## src/rtl/mem_access_stage.sv

```systemverilog
// ---------------------------------------------------------------------------
// mem_access_stage
//   EX/MEM pipeline register plus memory-access stage of the five-stage LEGv8
//   pipeline. Captures the execute-stage result, resolves conditional
//   branches back to fetch, runs a variable-latency data-memory req/ack
//   handshake (stalling upstream while an access is outstanding) and
//   forwards retired entries into the MEM/WB register.
//
// Optional feature macro: ALIGN_CHECK_EN
//   Defined   : memory ops with address[2:0] != 0 issue no request, retire
//               on the next edge with wb_RegWrite forced low, and pulse
//               align_fault alongside wb_valid. The align_fault port exists
//               only in this build.
//   Undefined : no alignment check; the address passes through unmodified.
//
// Ports
//   clk, reset                 clock, synchronous active-high reset
//   ex_valid, ALUResult,       execute-stage instruction and its results /
//   AddResult, zero,           control bits, captured when ex_valid=1 and
//   ReadData2, WriteReg,       stall=0
//   Branch, MemRead, MemWrite,
//   RegWrite, MemtoReg
//   stall                      EX/MEM cannot accept; upstream holds inputs
//   PCSrc, BranchTarget        taken-branch redirect to fetch
//   dmem_req, dmem_we,         data-memory request (held stable until ack)
//   dmem_addr, dmem_wdata
//   dmem_rdata, dmem_ack       data-memory response
//   wb_valid, wb_RegWrite,     MEM/WB register outputs
//   wb_MemtoReg, wb_ReadData,
//   wb_ALUResult, wb_WriteReg
//   align_fault                misaligned access (ALIGN_CHECK_EN only)
// ---------------------------------------------------------------------------
module mem_access_stage #(
  parameter int DATA_W = 64,
  parameter int REG_W  = 5
) (
  input  logic              clk,
  input  logic              reset,
  input  logic              ex_valid,
  input  logic [DATA_W-1:0] ALUResult,
  input  logic [DATA_W-1:0] AddResult,
  input  logic              zero,
  input  logic [DATA_W-1:0] ReadData2,
  input  logic [REG_W-1:0]  WriteReg,
  input  logic              Branch,
  input  logic              MemRead,
  input  logic              MemWrite,
  input  logic              RegWrite,
  input  logic              MemtoReg,
  output logic              stall,
  output logic              PCSrc,
  output logic [DATA_W-1:0] BranchTarget,
  output logic              dmem_req,
  output logic              dmem_we,
  output logic [DATA_W-1:0] dmem_addr,
  output logic [DATA_W-1:0] dmem_wdata,
  input  logic [DATA_W-1:0] dmem_rdata,
  input  logic              dmem_ack,
  output logic              wb_valid,
  output logic              wb_RegWrite,
  output logic              wb_MemtoReg,
  output logic [DATA_W-1:0] wb_ReadData,
  output logic [DATA_W-1:0] wb_ALUResult,
  output logic [REG_W-1:0]  wb_WriteReg
`ifdef ALIGN_CHECK_EN
  ,
  output logic              align_fault
`endif
);

  typedef enum logic {IDLE, ACCESS} state_e;

  typedef struct packed {
    logic [DATA_W-1:0] alu;
    logic [DATA_W-1:0] add;
    logic [DATA_W-1:0] rd2;
    logic [REG_W-1:0]  wreg;
    logic              zero;
    logic              branch;
    logic              memread;
    logic              memwrite;
    logic              regwrite;
    logic              memtoreg;
  } exmem_t;

  state_e            state_q, state_d;
  exmem_t            m_q, m_d;
  logic              m_valid_q, m_valid_d;

  logic              wb_valid_q, wb_valid_d;
  logic              wb_regwrite_q, wb_regwrite_d;
  logic              wb_memtoreg_q, wb_memtoreg_d;
  logic [DATA_W-1:0] wb_rdata_q, wb_rdata_d;
  logic [DATA_W-1:0] wb_alu_q, wb_alu_d;
  logic [REG_W-1:0]  wb_wreg_q, wb_wreg_d;
  logic              fault_q, fault_d;

  logic load_en;     // EX/MEM captures the incoming instruction this edge
  logic in_access;   // incoming instruction needs a real memory access
  logic m_fault;     // held entry is a misaligned memory op
  logic retire;      // held entry moves into MEM/WB this edge
  logic m_is_load;

`ifdef ALIGN_CHECK_EN
  assign in_access = (MemRead | MemWrite) & (ALUResult[2:0] == 3'b000);
  assign m_fault   = (m_q.memread | m_q.memwrite) & (m_q.alu[2:0] != 3'b000);
  assign align_fault = fault_q;
`else
  assign in_access = MemRead | MemWrite;
  assign m_fault   = 1'b0;
`endif

  assign stall     = (state_q == ACCESS) & ~dmem_ack;
  assign load_en   = ex_valid & ~stall;
  // Both MemRead and MemWrite set is treated as a store.
  assign m_is_load = m_q.memread & ~m_q.memwrite;

  // In IDLE a valid entry is never an outstanding access: aligned memory ops
  // move to ACCESS on the edge they load, so only ALU ops, branches and
  // faulted accesses can sit here. An ack seen in IDLE is ignored.
  assign retire = ((state_q == IDLE) & m_valid_q &
                   (~(m_q.memread | m_q.memwrite) | m_fault)) |
                  ((state_q == ACCESS) & dmem_ack);

  // NOTE: every always_comb variable gets a default before any branch, so
  // no path leaves it unassigned and no latch is inferred.
  always_comb begin
    state_d = state_q;
    unique case (state_q)
      IDLE:   if (load_en && in_access) state_d = ACCESS;
      ACCESS: if (dmem_ack) state_d = (load_en && in_access) ? ACCESS : IDLE;
      default: state_d = IDLE;
    endcase
  end

  always_comb begin
    m_d       = m_q;
    m_valid_d = m_valid_q;
    if (!stall) begin
      m_valid_d = ex_valid;
      if (ex_valid) begin
        m_d.alu      = ALUResult;
        m_d.add      = AddResult;
        m_d.rd2      = ReadData2;
        m_d.wreg     = WriteReg;
        m_d.zero     = zero;
        m_d.branch   = Branch;
        m_d.memread  = MemRead;
        m_d.memwrite = MemWrite;
        m_d.regwrite = RegWrite;
        m_d.memtoreg = MemtoReg;
      end
    end
  end

  always_comb begin
    wb_valid_d    = retire;
    wb_regwrite_d = wb_regwrite_q;
    wb_memtoreg_d = wb_memtoreg_q;
    wb_rdata_d    = wb_rdata_q;
    wb_alu_d      = wb_alu_q;
    wb_wreg_d     = wb_wreg_q;
    fault_d       = 1'b0;
    if (retire) begin
      wb_regwrite_d = m_q.regwrite & ~m_fault;
      wb_memtoreg_d = m_q.memtoreg;
      wb_alu_d      = m_q.alu;
      wb_wreg_d     = m_q.wreg;
      fault_d       = m_fault;
      // Stores and non-memory ops leave the last load data in place.
      if ((state_q == ACCESS) && m_is_load) wb_rdata_d = dmem_rdata;
    end
  end

  // NOTE: sequential state uses non-blocking assignments so every register
  // samples pre-edge values regardless of statement order.
  always_ff @(posedge clk) begin
    if (reset) begin
      state_q       <= IDLE;
      m_q           <= '0;
      m_valid_q     <= 1'b0;
      wb_valid_q    <= 1'b0;
      wb_regwrite_q <= 1'b0;
      wb_memtoreg_q <= 1'b0;
      wb_rdata_q    <= '0;
      wb_alu_q      <= '0;
      wb_wreg_q     <= '0;
      fault_q       <= 1'b0;
    end else begin
      state_q       <= state_d;
      m_q           <= m_d;
      m_valid_q     <= m_valid_d;
      wb_valid_q    <= wb_valid_d;
      wb_regwrite_q <= wb_regwrite_d;
      wb_memtoreg_q <= wb_memtoreg_d;
      wb_rdata_q    <= wb_rdata_d;
      wb_alu_q      <= wb_alu_d;
      wb_wreg_q     <= wb_wreg_d;
      fault_q       <= fault_d;
    end
  end

  // Branches never enter ACCESS, so a taken branch holds EX/MEM for exactly
  // one cycle and PCSrc pulses once.
  assign PCSrc        = m_valid_q & m_q.branch & m_q.zero;
  assign BranchTarget = m_q.add;

  assign dmem_req   = (state_q == ACCESS);
  assign dmem_we    = dmem_req & m_q.memwrite;
  assign dmem_addr  = dmem_req ? m_q.alu : '0;
  assign dmem_wdata = dmem_req ? m_q.rd2 : '0;

  assign wb_valid     = wb_valid_q;
  assign wb_RegWrite  = wb_regwrite_q;
  assign wb_MemtoReg  = wb_memtoreg_q;
  assign wb_ReadData  = wb_rdata_q;
  assign wb_ALUResult = wb_alu_q;
  assign wb_WriteReg  = wb_wreg_q;

endmodule

```

## config.mk

```make
export PLATFORM = sky130hd
export DESIGN_NAME = mem_access_stage
export DESIGN_NICKNAME = d
export VERILOG_FILES = /design/src/rtl/mem_access_stage.sv
export SDC_FILE = /design/constraint.sdc
export NUM_CORES = 1
export LEC_CHECK = 0
export BUFFER_PORTS_ARGS = -buffer_cell sky130_fd_sc_hd__buf_2
export CORE_AREA = 2 2 236 238
export DETAILED_ROUTE_END_ITERATION = 16
export DIE_AREA = 0 0 238 240
export PLACE_DENSITY = 0.51
export SETUP_SLACK_MARGIN = 0.1
export SLEW_MARGIN = 10
export SYNTH_ARGS = -nofsm -noshare
export SYNTH_HDL_FRONTEND = slang
export SYNTH_SLANG_ARGS = --single-unit
```

## constraint.sdc

```tcl
create_clock -name clk -period 1.21 [get_ports clk]
set_input_delay 0.242 -clock clk [delete_from_list [all_inputs] [get_ports clk]]
set_output_delay 0.242 -clock clk [all_outputs]
set_load 0.05 [all_outputs]
```

---- After elaboration in Yosys (flattened, before gate mapping) ----
Index checks and enable logic that the tools add are counted.
storage, ports and cells
  memory bits (writable) .................. 0
  register bits after elaboration ......... 341
  bits in latches ......................... 0
  memory bits (read-only) ................. 0
  memories kept ........................... 0
  input port bits ......................... 271
  word-level logic and storage cells ...... 44
  output and inout port bits .............. 332
cells by class
  magnitude comparators ................... 0
  reduce and logical (&&, ||, !) cells .... 4
  eq/ne operators ......................... 0
  bitwise operators ....................... 17
  multiplexer cells ....................... 5
  div/mod/pow operators ................... 0
  add/sub/neg operators ................... 0
  shifts and indexed selects .............. 0
  multiply operators ...................... 0
operator list
  cell                                number
  64-bit two-way mux                  2
  1-bit bitwise AND                   9
  1-bit inverter                      5
  2-bit AND reduction                 2
  1-bit OR                            3
  1-bit logical AND                   2
  1-bit two-way mux                   2
  1-bit case mux with 2 select lines  1

---- Logic depth before layout (Yosys ltp) ----
Gate-level depths: netlist of run 1.
  depth in word-level cells ............... 8
  depth in mapped cells ................... 8
  mapped depth without buffers ............ 4

---- Worst setup path after synthesis of run 1 ----
OpenSTA, ideal clock, no wires.
  path type ............................... register -> output
  from .................................... reg state_q, in the netlist dmem_req
  to ...................................... out dmem_addr[14]
  stages on the path, launching flop included .. 5
  buffers on the path ..................... 3
  required time ........................... 0.968 ns
  data arrival time ....................... 1.747 ns
  slack ................................... -0.779 ns
  cells stage by stage .................... dfxtp_1 buf_6 clkbuf_1 clkbuf_1 and2_1
on the way
  longest elaborated chain between the ends .. 1
ends and longest elaborated chain
  item                    line  RTL
  from (decl)             86    state_e state_q, state_d;
  from (signal assigned)  190   state_q <= state_d;
  64-bit two-way mux      210   assign dmem_addr = dmem_req ? m_q.alu : '0;
  to (decl)               55    output logic [DATA_W-1:0] dmem_addr,
No other way between the ends.

---- Worst setup path after layout of run 1 ----
  from .................................... reg state_q, in the netlist dmem_req
  to ...................................... out dmem_wdata[33]
on the way
  longest elaborated chain between the ends .. 1
ends and longest elaborated chain
  item                line  RTL
  64-bit two-way mux  211   assign dmem_wdata = dmem_req ? m_q.rd2 : '0;
  to (decl)           56    output logic [DATA_W-1:0] dmem_wdata,
No other way between the ends.

==> qor.csv, run 1 <==
stage;metric;value;unit
finish;Area growth syn-to-layout;76.9;%
setup_path;reg2reg path depth;8;
synthesis;synthesized flop and latch total;341;
clock_tree;Max clock buf depth;3;
grt;final global-route overflow total;0;
drt;Initial DRT Pass Iterations;8;
floorplanning;CORE AREA;54700;um2
drt;Routed WL;64.8;mm
synthesis;most frequent cell after synthesis;dfxtp_1;
grt;first-pass GRT wire length;89.8;mm
synthesis;Synth Instances;1735;
placement;RePlAce Congestion;0.824;
floorplanning;initial core utilization;27.1;%
min_path;hold path start;ALUResult[22];
synthesis;Mapped Nets;2006;
setup_path;r2r startpoint;dmem_req;
grt;GRT Total Usage;19.8;%
power;peak supply drop;1060;uV
timing;Worst Clk Skew;14.5;ps
setup_path;CP endpoint kind;output port;
drt;Via density;4.84;
drt;via count;16000;
setup_path;critical path required time;970;ps
grt;largest net degree at the start of global routing;65;
finish;area of the multi-input gates;7150;um2
timing;Max Clk Rate;534;MHz
finish;FF/Latch Area;6880;um2
clock_tree;Clock Sinks;341;
placement;Buffers on Ports;602;
synthesis;Yosys top cell area share;46.1;%
timing;RSZ-0062 raised after global routing;true;
setup_path;start point of the critical path;dmem_req;
outcome;outcome;finished with violations;
floorplanning;Ports;603;
drt;Starting DRT DRC Count;928;
floorplanning;die area;57100;um2
floorplanning;# rows;86;
grt;antenna violations before repair;3;
synthesis;asr flop ratio synth;0;%
clock_tree;htree depth;2;
power;PwrDens;1140;nW/um2
finish;Layout Nets;2853;
clock_tree;clk slew on worst S/H paths;60;ps
setup_path;Worst Path Max Fanout;8;
drt;antenna viol nets, final;0;
clock_tree;clk_lat worst skew;550;ps
drt;DRC viols;0;
min_path;Hold/Removal Path Class;input port to flop;
setup_path;Setup Crit Path Kind;flop to output port;
synthesis;Synth Cell Area;14800;um2
timing;Setup TNS;-231950;ps
floorplanning;die width;238;um
outcome;failing checks;negative setup slack;
drt;Wirelength per Cell;19.6;um
timing;Worst-Margin Slew;411;ps
timing;Final min period;1870;ps
synthesis;Ys Warns;0;
min_path;WHS Path Cells;3;
finish;final cell count without fillers;3314;
synthesis;Syn Area/Cell;8.54;um2
power;Power, Total;29.9;mW
timing;Max Slew Vio Count;0;
clock_tree;total CTS buffers;41;
placement;Post-DP HPWL;39.3;mm
synthesis;synth cell count leaders;dfxtp_1 (341), a21oi_1 (270), nand3_1 (203), o21ai_0 (174), nand2b_1 (142);
setup_path;Critical Path Source Type;flop;
finish;Fill cells;4899;
timing;final worst slack;-662;ps
synthesis;ranking of synthesized cells by area;dfxtp_1 (46%), a21oi_1 (9.1%), nand3_1 (6.9%), nand2b_1 (6.0%), o21ai_0 (5.9%);
job;max_cap viols;0;
clock_tree;root buffer cell;clkbuf_16;
synthesis;Synth Flop Type;dfxtp_1;
synthesis;area leader, netlist;dfxtp_1;
placement;placed cell count;2902;
synthesis;EDFF count, synth;0;
timing;Slew Limit Headroom;72.6;%
floorplanning;chip height;240;um
grt;vias in the first global route;16000;
finish;share of cells above drive strength 1;43.4;%
synthesis;Seq/Total Area, Yosys;46.1;%
setup_path;Worst EP arrival;1630;ps
synthesis;Cell variety after synth;25;
finish;final core utilization;48.0;%
power;Static Leak;11.4;nW
timing;Tcrit/Tclk final;155;%
timing;Final Hold Viols;0;
placement;Setup WS pre-CTS;-247;ps
timing;final setup violating endpoints;673;
clock_tree;CTS tree;built;
==> kinds of logic after synthesis <==
group | count (synthesis) | share of synthesized area (%)
AOI/OAI and AO/OA | 474 | 16.8
buffers and inverters | 239 | 10.4
DFF | 341 | 46.1
muxes | 71 | 4.79
and+or+nand+nor | 610 | 22.0
==> final cells by class <==
cell class	count	share of cell area [%]
multi-input combinational	1155	27.3
clock buffer	55	4.34
tap	704	3.36
inverter	2	0.105
clock inverter	12	0.377
sequential	341	26.2
timing repair buffer	1041	38.3
antenna	4	0.0382
==> flip-flops by register name (all words and copies together) (netlist names) <==
register / cells
wb_ReadData: 64
wb_RegWrite: 1
BranchTarget: 64
m_q: 139
wb_WriteReg: 5
wb_ALUResult: 64
dmem_req: 1
wb_MemtoReg: 1
m_valid_q: 1
wb_valid: 1
==> final timing paths <==
check                           to  slack [ps]
hold reg to reg     wb_WriteReg[2]         450
setup reg to reg  wb_ALUResult[28]        -530
hold / removal            m_q[161]          30
setup / recovery    dmem_wdata[33]        -660
==> what timing repair did <==
item / CTS / global route
endpoints found under the setup margin: 672 / 673
gates cloned: 10 / 26
pin swaps: 21 / 45
setup buffers: 25 / 14
gates resized for setup: 451 / 185
hold buffers: 265 / 1
endpoints found under the hold margin: 265 / 1
==> per-layer routing <==
layer | up-vias | global-route usage [%] | share of wire (%)
met5 | - | 0 | 0.020
met4 | 2 | 7.95 | 3.6
met3 | 145 | 4.98 | 6.7
met2 | 681 | 34.1 | 49
met1 | 7661 | 23.7 | 41
li1 | 7535 | - | -
==> layout by cell type (no fill, tap or decap), types with 2 or more instances in the layout <==
| cell type | instances |
|---|---|
| clkbuf_8 | 6 |
| o21ai_1 | 164 |
| a21oi_1 | 218 |
| dfxtp_2 | 39 |
| bufbuf_16 | 4 |
| buf_2 | 430 |
| nand3_1 | 190 |
| nand2b_1 | 142 |
| o21ai_2 | 39 |
| diode_2 | 4 |
| dfxtp_1 | 301 |
| buf_4 | 80 |
| buf_8 | 146 |
| inv_6 | 2 |
| nand2_2 | 17 |
| nand2_1 | 113 |
| clkbuf_1 | 8 |
| mux2i_1 | 69 |
| and2_2 | 8 |
| dlygate4sd3_1 | 266 |
| buf_12 | 65 |
| buf_6 | 20 |
| clkbuf_16 | 61 |
| buf_16 | 10 |
| a21oi_2 | 51 |
| and2_4 | 121 |
| clkinv_2 | 7 |
| nand3_2 | 12 |
==> critical path, stage by stage (launching register included) <==
cell and delay (ps):
dfxtp_4 440, buf_12 160, buf_12 140, and2_4 170, buf_8 140
==> where the power goes <==
part / switching, mW / total [mW] / internal [mW]
logic: 3.25 / 6.10 / 2.85
clock network: 4.92 / 11.7 / 6.78
registers: 0.356 / 12.1 / 11.7
==> per-stage QoR <==
| stage | instance area [um2] | hold WS (ps) |
|---|---|---|
| finish | 26200 | 34.3 |
| global route | 26200 | 18.2 |
| CTS | 24800 | 1.12 |
| detailed placement | 19000 | 444 |
| global placement | 19000 | 439 |
| floorplan | 15400 | 378 |
(Power assumes the default switching activity.)
==> inputs of run 2 (changes only) <==
- BUFFER_PORTS_ARGS: -buffer_cell sky130_fd_sc_hd__buf_2 -> default
- CORE_AREA: 2 2 236 238 -> 2 2 233 235
- DIE_AREA: 0 0 238 240 -> 0 0 235 237
- DONT_BUFFER_PORTS: default -> 1
- PLACE_DENSITY: 0.51 -> 0.42
- RECOVER_POWER: default -> 100
==> run 2 against run 1 <==
The run ends with negative hold slack, negative setup slack left. Register-to-register slack worse by 50 ps. Clock power hardly changed. Sequential power hardly changed. Global-route usage is 0.17 points higher. Sequential share of layout area is 3.0 points higher. Combinational power is 18% lower. Critical path depth is 1 lower. Via count is 13% lower. Largest cell class is now multi-input combinational cells.
==> qor.csv, run 2 (synthesized netlist as in run 1, its figures left out) <==
stage;metric;value;unit;change
power;Static Leak;9.65;nW;was 11.4 nW
power;power share of the clock group;41.1;%;was 39.1%
timing;Final Hold Viols;146;;was 0
finish;final instance area;24000;um2;was 26,200 um2
timing;Final min period;1810;ps;was 1870 ps
drt;antenna viol nets, final;0;;unchanged
clock_tree;clk slew on worst S/H paths;60;ps;about the same
drt;Initial DRT Pass Iterations;5;;was 8
setup_path;Setup Crit Path Kind;flop to output port;;unchanged
drt;Starting DRT DRC Count;821;;was 928
floorplanning;die area;55700;um2;was 57,100 um2
grt;first-pass GRT wire length;87.1;mm;was 89.8 mm
floorplanning;chip height;237;um;was 240 um
timing;final setup violating endpoints;672;;was 673
setup_path;Critical Path Source Type;flop;;unchanged
grt;vias in the first global route;14000;;was 16,000
grt;GRT Total Usage;20.0;%;was 19.8%
drt;Routed WL;61.0;mm;was 64.8 mm
outcome;outcome;finished with violations;;unchanged
power;Comb power frac;17.2;%;was 20.4%
timing;Max Clk Rate;552;MHz;was 534 MHz
power;Sw Ratio;27.6;%;was 28.5%
clock_tree;total CTS buffers;40;;was 41
power;PwrDens;1210;nW/um2;was 1140 nW/um2
finish;final cell count without fillers;2788;;was 3,314
finish;most common cell after layout, fill and taps aside;dfxtp_1;;was buf_2
power;Power, Total;29.0;mW;was 29.9 mW
floorplanning;# rows;85;;was 86
grt;antenna violations before repair;1;;was 3
min_path;Hold/Removal Path Class;input port to flop;;unchanged
finish;share of cells above drive strength 1;44.5;%;was 43.4%
timing;Slew Limit Headroom;29.4;%;was 72.6%
setup_path;Crit-path slowest cell;dfxtp_4;;unchanged
power;peak supply drop;953;uV;was 1060 uV
placement;placed cell count;2457;;was 2,902
finish;Area growth syn-to-layout;61.9;%;was 76.9%
timing;Tcrit/Tclk final;150;%;was 155%
timing;Setup TNS;-224880;ps;was -231,950 ps
setup_path;CP endpoint kind;output port;;unchanged
setup_path;critical-path cell list;buf_8, buf_12, and2_4;;was buf_12, buf_12, and2_4, buf_8
placement;Setup WS pre-CTS;-181;ps;was -247 ps
clock_tree;CTS tree;built;;unchanged
clock_tree;htree depth;2;;unchanged
finish;Layout Nets;2331;;was 2,853
outcome;failing checks;negative hold slack, negative setup slack;;was negative setup slack
job;max_cap viols;0;;unchanged
finish;register bank with the most flops;m_q;;unchanged
setup_path;Worst path max stage delay;410;ps;was 440 ps
power;switching pwr;8.02;mW;was 8.53 mW
finish;max FFs per register;139;;unchanged
placement;dpl cell area;16900;um2;was 19,000 um2
drt;Wirelength per Cell;21.9;um;was 19.6 um
power;sequential share of power;41.8;%;was 40.4%
timing;RSZ-0062 raised after global routing;true;;unchanged
setup_path;Worst Path Max Fanout;19;;was 8
timing;hold_ws;-203;ps;was 34.3 ps
floorplanning;CORE AREA;53300;um2;was 54,700 um2
floorplanning;die width;235;um;was 238 um
clock_tree;clk_lat worst skew;570;ps;was 550 ps
finish;most frequent cells in the layout;dfxtp_1 (202), a21oi_1 (183), nand3_1 (178);;was buf_2 (430), dfxtp_1 (301), dlygate4sd3_1 (266)
floorplanning;initial core utilization;27.8;%;was 27.1%
drt;Via density;5.02;;was 4.84
timing;Max Slew Vio Count;0;;unchanged
floorplanning;Ports;603;;unchanged
setup_path;critical path required time;970;ps;about the same
placement;RePlAce Congestion;0.818;;was 0.824
clock_tree;root buffer cell;clkbuf_16;;unchanged
placement;Buffers on Ports;0;;was 602
clock_tree;Max clock buf depth;3;;unchanged
power;Cell Int Power;21.0;mW;was 21.4 mW
grt;final global-route overflow total;0;;unchanged
drt;DRC viols;0;;unchanged
placement;Post-DP HPWL;35.0;mm;was 39.3 mm
setup_path;Worst EP arrival;1570;ps;was 1630 ps
timing;Worst-Margin Slew;1060;ps;was 411 ps
timing;Worst Clk Skew;21.6;ps;was 14.5 ps
timing;final worst slack;-603;ps;was -662 ps
drt;via count;14000;;was 16,000
clock_tree;Clock Sinks;341;;unchanged
grt;largest net degree at the start of global routing;413;;was 65
[run 2: worst paths after layout]
path | cells past startpoint | to | slack, ps | start
min | 1 | m_q[166] | -200 | reset
max | 3 | dmem_wdata[54] | -600 | dmem_req
min reg2reg | 2 | wb_WriteReg[2] | 460 | m_q[8]
max reg2reg | 8 | wb_ReadData[14] | -580 | dmem_req
[run 2: stage by stage]
| stage | util (%) | hold WS [ps] |
|---|---|---|
| 6_report | 45.0 | -203 |
| 5_1_grt | 45.0 | -249 |
| 4_1_cts | 42.3 | -269 |
| 3_5_place_dp | 31.8 | 335 |
| 3_3_place_gp | 31.8 | 338 |
| 2_1_floorplan | - | 378 |
[run 2: area by class of cell]
cell class | count | area, um2
fillers | 4884 | 29300
clock inverters | 4 | 27.5
well taps | 696 | 871
repair buffers | 520 | 6930
diodes | 2 | 5.00
flip-flops and latches | 341 | 7010
inverters | 2 | 27.5
multi-input cells | 1155 | 7880
clock buffers | 68 | 1250
[run 2: power by group through the flow]
stage	clock network [mW]	registers (mW)	logic [mW]
5_1_grt	12.7	12.2	5.21
4_1_cts	12.2	12.1	4.61
3_3_place_gp	0	12.3	3.40
3_5_place_dp	0	12.3	3.43
6_report	11.9	12.1	4.98
2_1_floorplan	0	12.5	2.81
[run 2: what timing repair did]
| action | in CTS | in global routing |
|---|---|---|
| hold buffers | 147 | 24 |
| setup buffers | 35 | 8 |
| cloned | 35 | 11 |
| pin swaps | 126 | 129 |
| endpoints found under the hold margin | 341 | 317 |
| resized for setup | 532 | 239 |
| setup endpoints to repair | 672 | 673 |
[run 2: critical path: cells and delay by family, from the launching register on]
family | cells | cell delay (ps)
flops | 1 | 410
buf+inv | 2 | 320
simple gates | 1 | 260
[run 2: metal layers]
layer  track usage, %  vias up  routed length [um]
li1                 -     6496                   -
met1             24.2     6805               24500
met2             33.6      571               29700
met3             5.33      135                4190
met4             7.90        0                2550
met5                0        -                   0
==> inputs of run 3 (changes only) <==
- SKIP_LAST_GASP: default -> 1
==> run 3 against run 2 <==
The run still ends with negative hold slack, negative setup slack left. Sequential share of layout area is 0.72 points lower. First-iteration DRC count is 7.2% lower. Via count is 0.81% higher. Non-clock buffer count is 26 higher. Count of clock-buffer cells in the layout stayed put. Cell area is 2.5% higher. Maximum frequency hardly changed. Clock power hardly changed. Register-to-register slack better by 40 ps. Critical endpoint is now dmem_addr[6].
==> qor.csv, run 3 (synthesized netlist as in run 1, its figures left out) <==
stage;metric;value;unit;change
timing;Tcrit/Tclk final;150;%;about the same
timing;hold_ws;-217;ps;was -203 ps
drt;DRC viols;0;;unchanged
drt;antenna viol nets, final;0;;unchanged
placement;Post-DP HPWL;35.0;mm;unchanged
setup_path;Worst path max stage delay;380;ps;was 410 ps
floorplanning;CORE AREA;53300;um2;unchanged
finish;Fill cells;4813;;was 4,884
power;switching pwr;8.08;mW;was 8.02 mW
grt;first-pass GRT wire length;87.0;mm;was 87.1 mm
power;Cell Int Power;21.1;mW;was 21.0 mW
finish;Layout Nets;2357;;was 2,331
power;power share of the clock group;40.8;%;was 41.1%
timing;RSZ-0062 raised after global routing;true;;unchanged
clock_tree;total CTS buffers;40;;unchanged
power;sequential share of power;41.5;%;was 41.8%
finish;final cell count without fillers;2814;;was 2,788
clock_tree;root buffer cell;clkbuf_16;;unchanged
drt;metal3 WL;4.02;mm;was 4.19 mm
drt;Routed WL;62.2;mm;was 61.0 mm
drt;Via density;5.02;;about the same
min_path;Hold/Removal Path Class;input port to flop;;unchanged
finish;Area growth syn-to-layout;66.0;%;was 61.9%
power;PwrDens;1190;nW/um2;was 1210 nW/um2
timing;Worst-Margin Slew;966;ps;was 1060 ps
timing;Final Hold Viols;176;;was 146
clock_tree;CTS tree;built;;unchanged
power;Sw Ratio;27.7;%;was 27.6%
drt;met2 wire len;30.5;mm;was 29.7 mm
job;max_cap viols;0;;unchanged
drt;Wirelength per Cell;22.1;um;was 21.9 um
setup_path;critical-path cell list;buf_8, buf_4, and2_2, buf_12;;was buf_8, buf_12, and2_4
setup_path;Worst Path Max Fanout;10;;was 19
outcome;failing checks;negative hold slack, negative setup slack;;unchanged
power;Static Leak;9.89;nW;was 9.65 nW
grt;vias in the first global route;14000;;about the same
finish;share of cells above drive strength 1;46.8;%;was 44.5%
finish;max FFs per register;139;;unchanged
grt;largest net degree at the start of global routing;413;;unchanged
setup_path;Crit-path slowest cell;dfxtp_4;;unchanged
placement;Buffers on Ports;0;;unchanged
clock_tree;clk slew on worst S/H paths;60;ps;about the same
grt;GRT Total Usage;20.0;%;about the same
floorplanning;die width;235;um;unchanged
finish;most common cell after layout, fill and taps aside;dfxtp_1;;unchanged
setup_path;critical path required time;970;ps;about the same
placement;placed cell count;2457;;unchanged
timing;final setup violating endpoints;673;;was 672
power;peak supply drop;947;uV;was 953 uV
grt;antenna violations before repair;1;;unchanged
clock_tree;clk_lat worst skew;570;ps;about the same
placement;RePlAce Congestion;0.818;;unchanged
drt;M1 WL;25.1;mm;was 24.5 mm
drt;top layer in use;met4;;unchanged
floorplanning;chip height;237;um;unchanged
grt;final global-route overflow total;0;;unchanged
timing;Max Clk Rate;551;MHz;was 552 MHz
timing;final worst slack;-604;ps;was -603 ps
timing;Worst Clk Skew;23.4;ps;was 21.6 ps
floorplanning;# rows;85;;unchanged
setup_path;Critical Path Source Type;flop;;unchanged
drt;via count;14100;;was 14,000
floorplanning;initial core utilization;27.8;%;unchanged
timing;Max Slew Vio Count;0;;unchanged
outcome;outcome;finished with violations;;unchanged
finish;register bank with the most flops;m_q;;unchanged
setup_path;Worst EP arrival;1570;ps;about the same
clock_tree;htree depth;2;;unchanged
power;Comb power frac;17.7;%;was 17.2%
finish;most frequent cells in the layout;dfxtp_1 (202), dlygate4sd3_1 (184), a21oi_1 (159);;was dfxtp_1 (202), a21oi_1 (183), nand3_1 (178)
timing;Slew Limit Headroom;35.6;%;was 29.4%
floorplanning;die area;55700;um2;unchanged
drt;Initial DRT Pass Iterations;5;;unchanged
clock_tree;Clock Sinks;341;;unchanged
setup_path;Setup Crit Path Kind;flop to output port;;unchanged
timing;Final min period;1810;ps;about the same
drt;Starting DRT DRC Count;762;;was 821
setup_path;CP endpoint kind;output port;;unchanged
clock_tree;Max clock buf depth;3;;unchanged
floorplanning;Ports;603;;unchanged
## run 3: changes by cell type in the layout (fill, tap and decap cells not counted), sizes merged
cell	delta
dlygate4sd3	+13
buf	+9
clkbuf	+3
bufbuf	+1
## run 3: worst max-delay path: cells and delay by family, from the launching register on
kind | cells | cell delay [ps]
buffers and inverters | 3 | 430
flip-flops | 1 | 380
AND/OR/NAND/NOR | 1 | 200
## run 3: metal layers
layer,global-route usage (%),vias up
met5,0,-
met4,7.90,0
met3,5.33,151
met2,33.6,541
met1,24.2,6872
li1,-,6556
## run 3: stage by stage
step	area (um2)	worst slack, ps	setup TNS [ps]	power [mW]	util (%)
4_1_cts	22500	-640	-225120	28.9	42.3
2_1_floorplan	15400	-277	-54960	15.3	-
6_report	24600	-604	-224750	29.2	46.2
3_3_place_gp	16900	-146	-33200	15.7	31.8
5_1_grt	24600	-651	-256770	30.3	46.2
3_5_place_dp	16900	-181	-43810	15.7	31.8
## run 3: power groups by stage
stage | sequential (mW) | clock, mW | combinational (mW)
3_5_place_dp | 12.3 | 0 | 3.43
6_report | 12.1 | 11.9 | 5.18
3_3_place_gp | 12.3 | 0 | 3.40
4_1_cts | 12.1 | 12.2 | 4.62
5_1_grt | 12.2 | 12.7 | 5.42
2_1_floorplan | 12.5 | 0 | 2.81
## run 3: layout make-up
class	instances	area, um2	area share, %
clock buffer	68	1250	5.07
timing repair buffer	546	7310	29.7
inverter	2	27.5	0.112
clock inverter	4	27.5	0.112
antenna	2	5.00	0.0203
multi-input combinational	1155	8110	33.0
tap	696	871	3.54
sequential	341	7010	28.5
## run 3: repair_timing
action | 4_1_cts | 5_1_grt
pin swaps | 112 | 170
endpoints found under the setup margin | 672 | 673
cloned | 35 | 17
hold buffers | 147 | 37
hold endpoints to repair | 341 | 316
resized for setup | 526 | 300
setup buffers | 35 | 15
## run 3: worst paths after layout
kind / from / to / slack, ps / cells past startpoint
setup / recovery: dmem_req / dmem_addr[6] / -600 / 4
hold / removal: reset / m_q[166] / -220 / 1
setup reg to reg: dmem_req / wb_ReadData[14] / -540 / 8
hold reg to reg: m_q[8] / wb_WriteReg[2] / 460 / 2
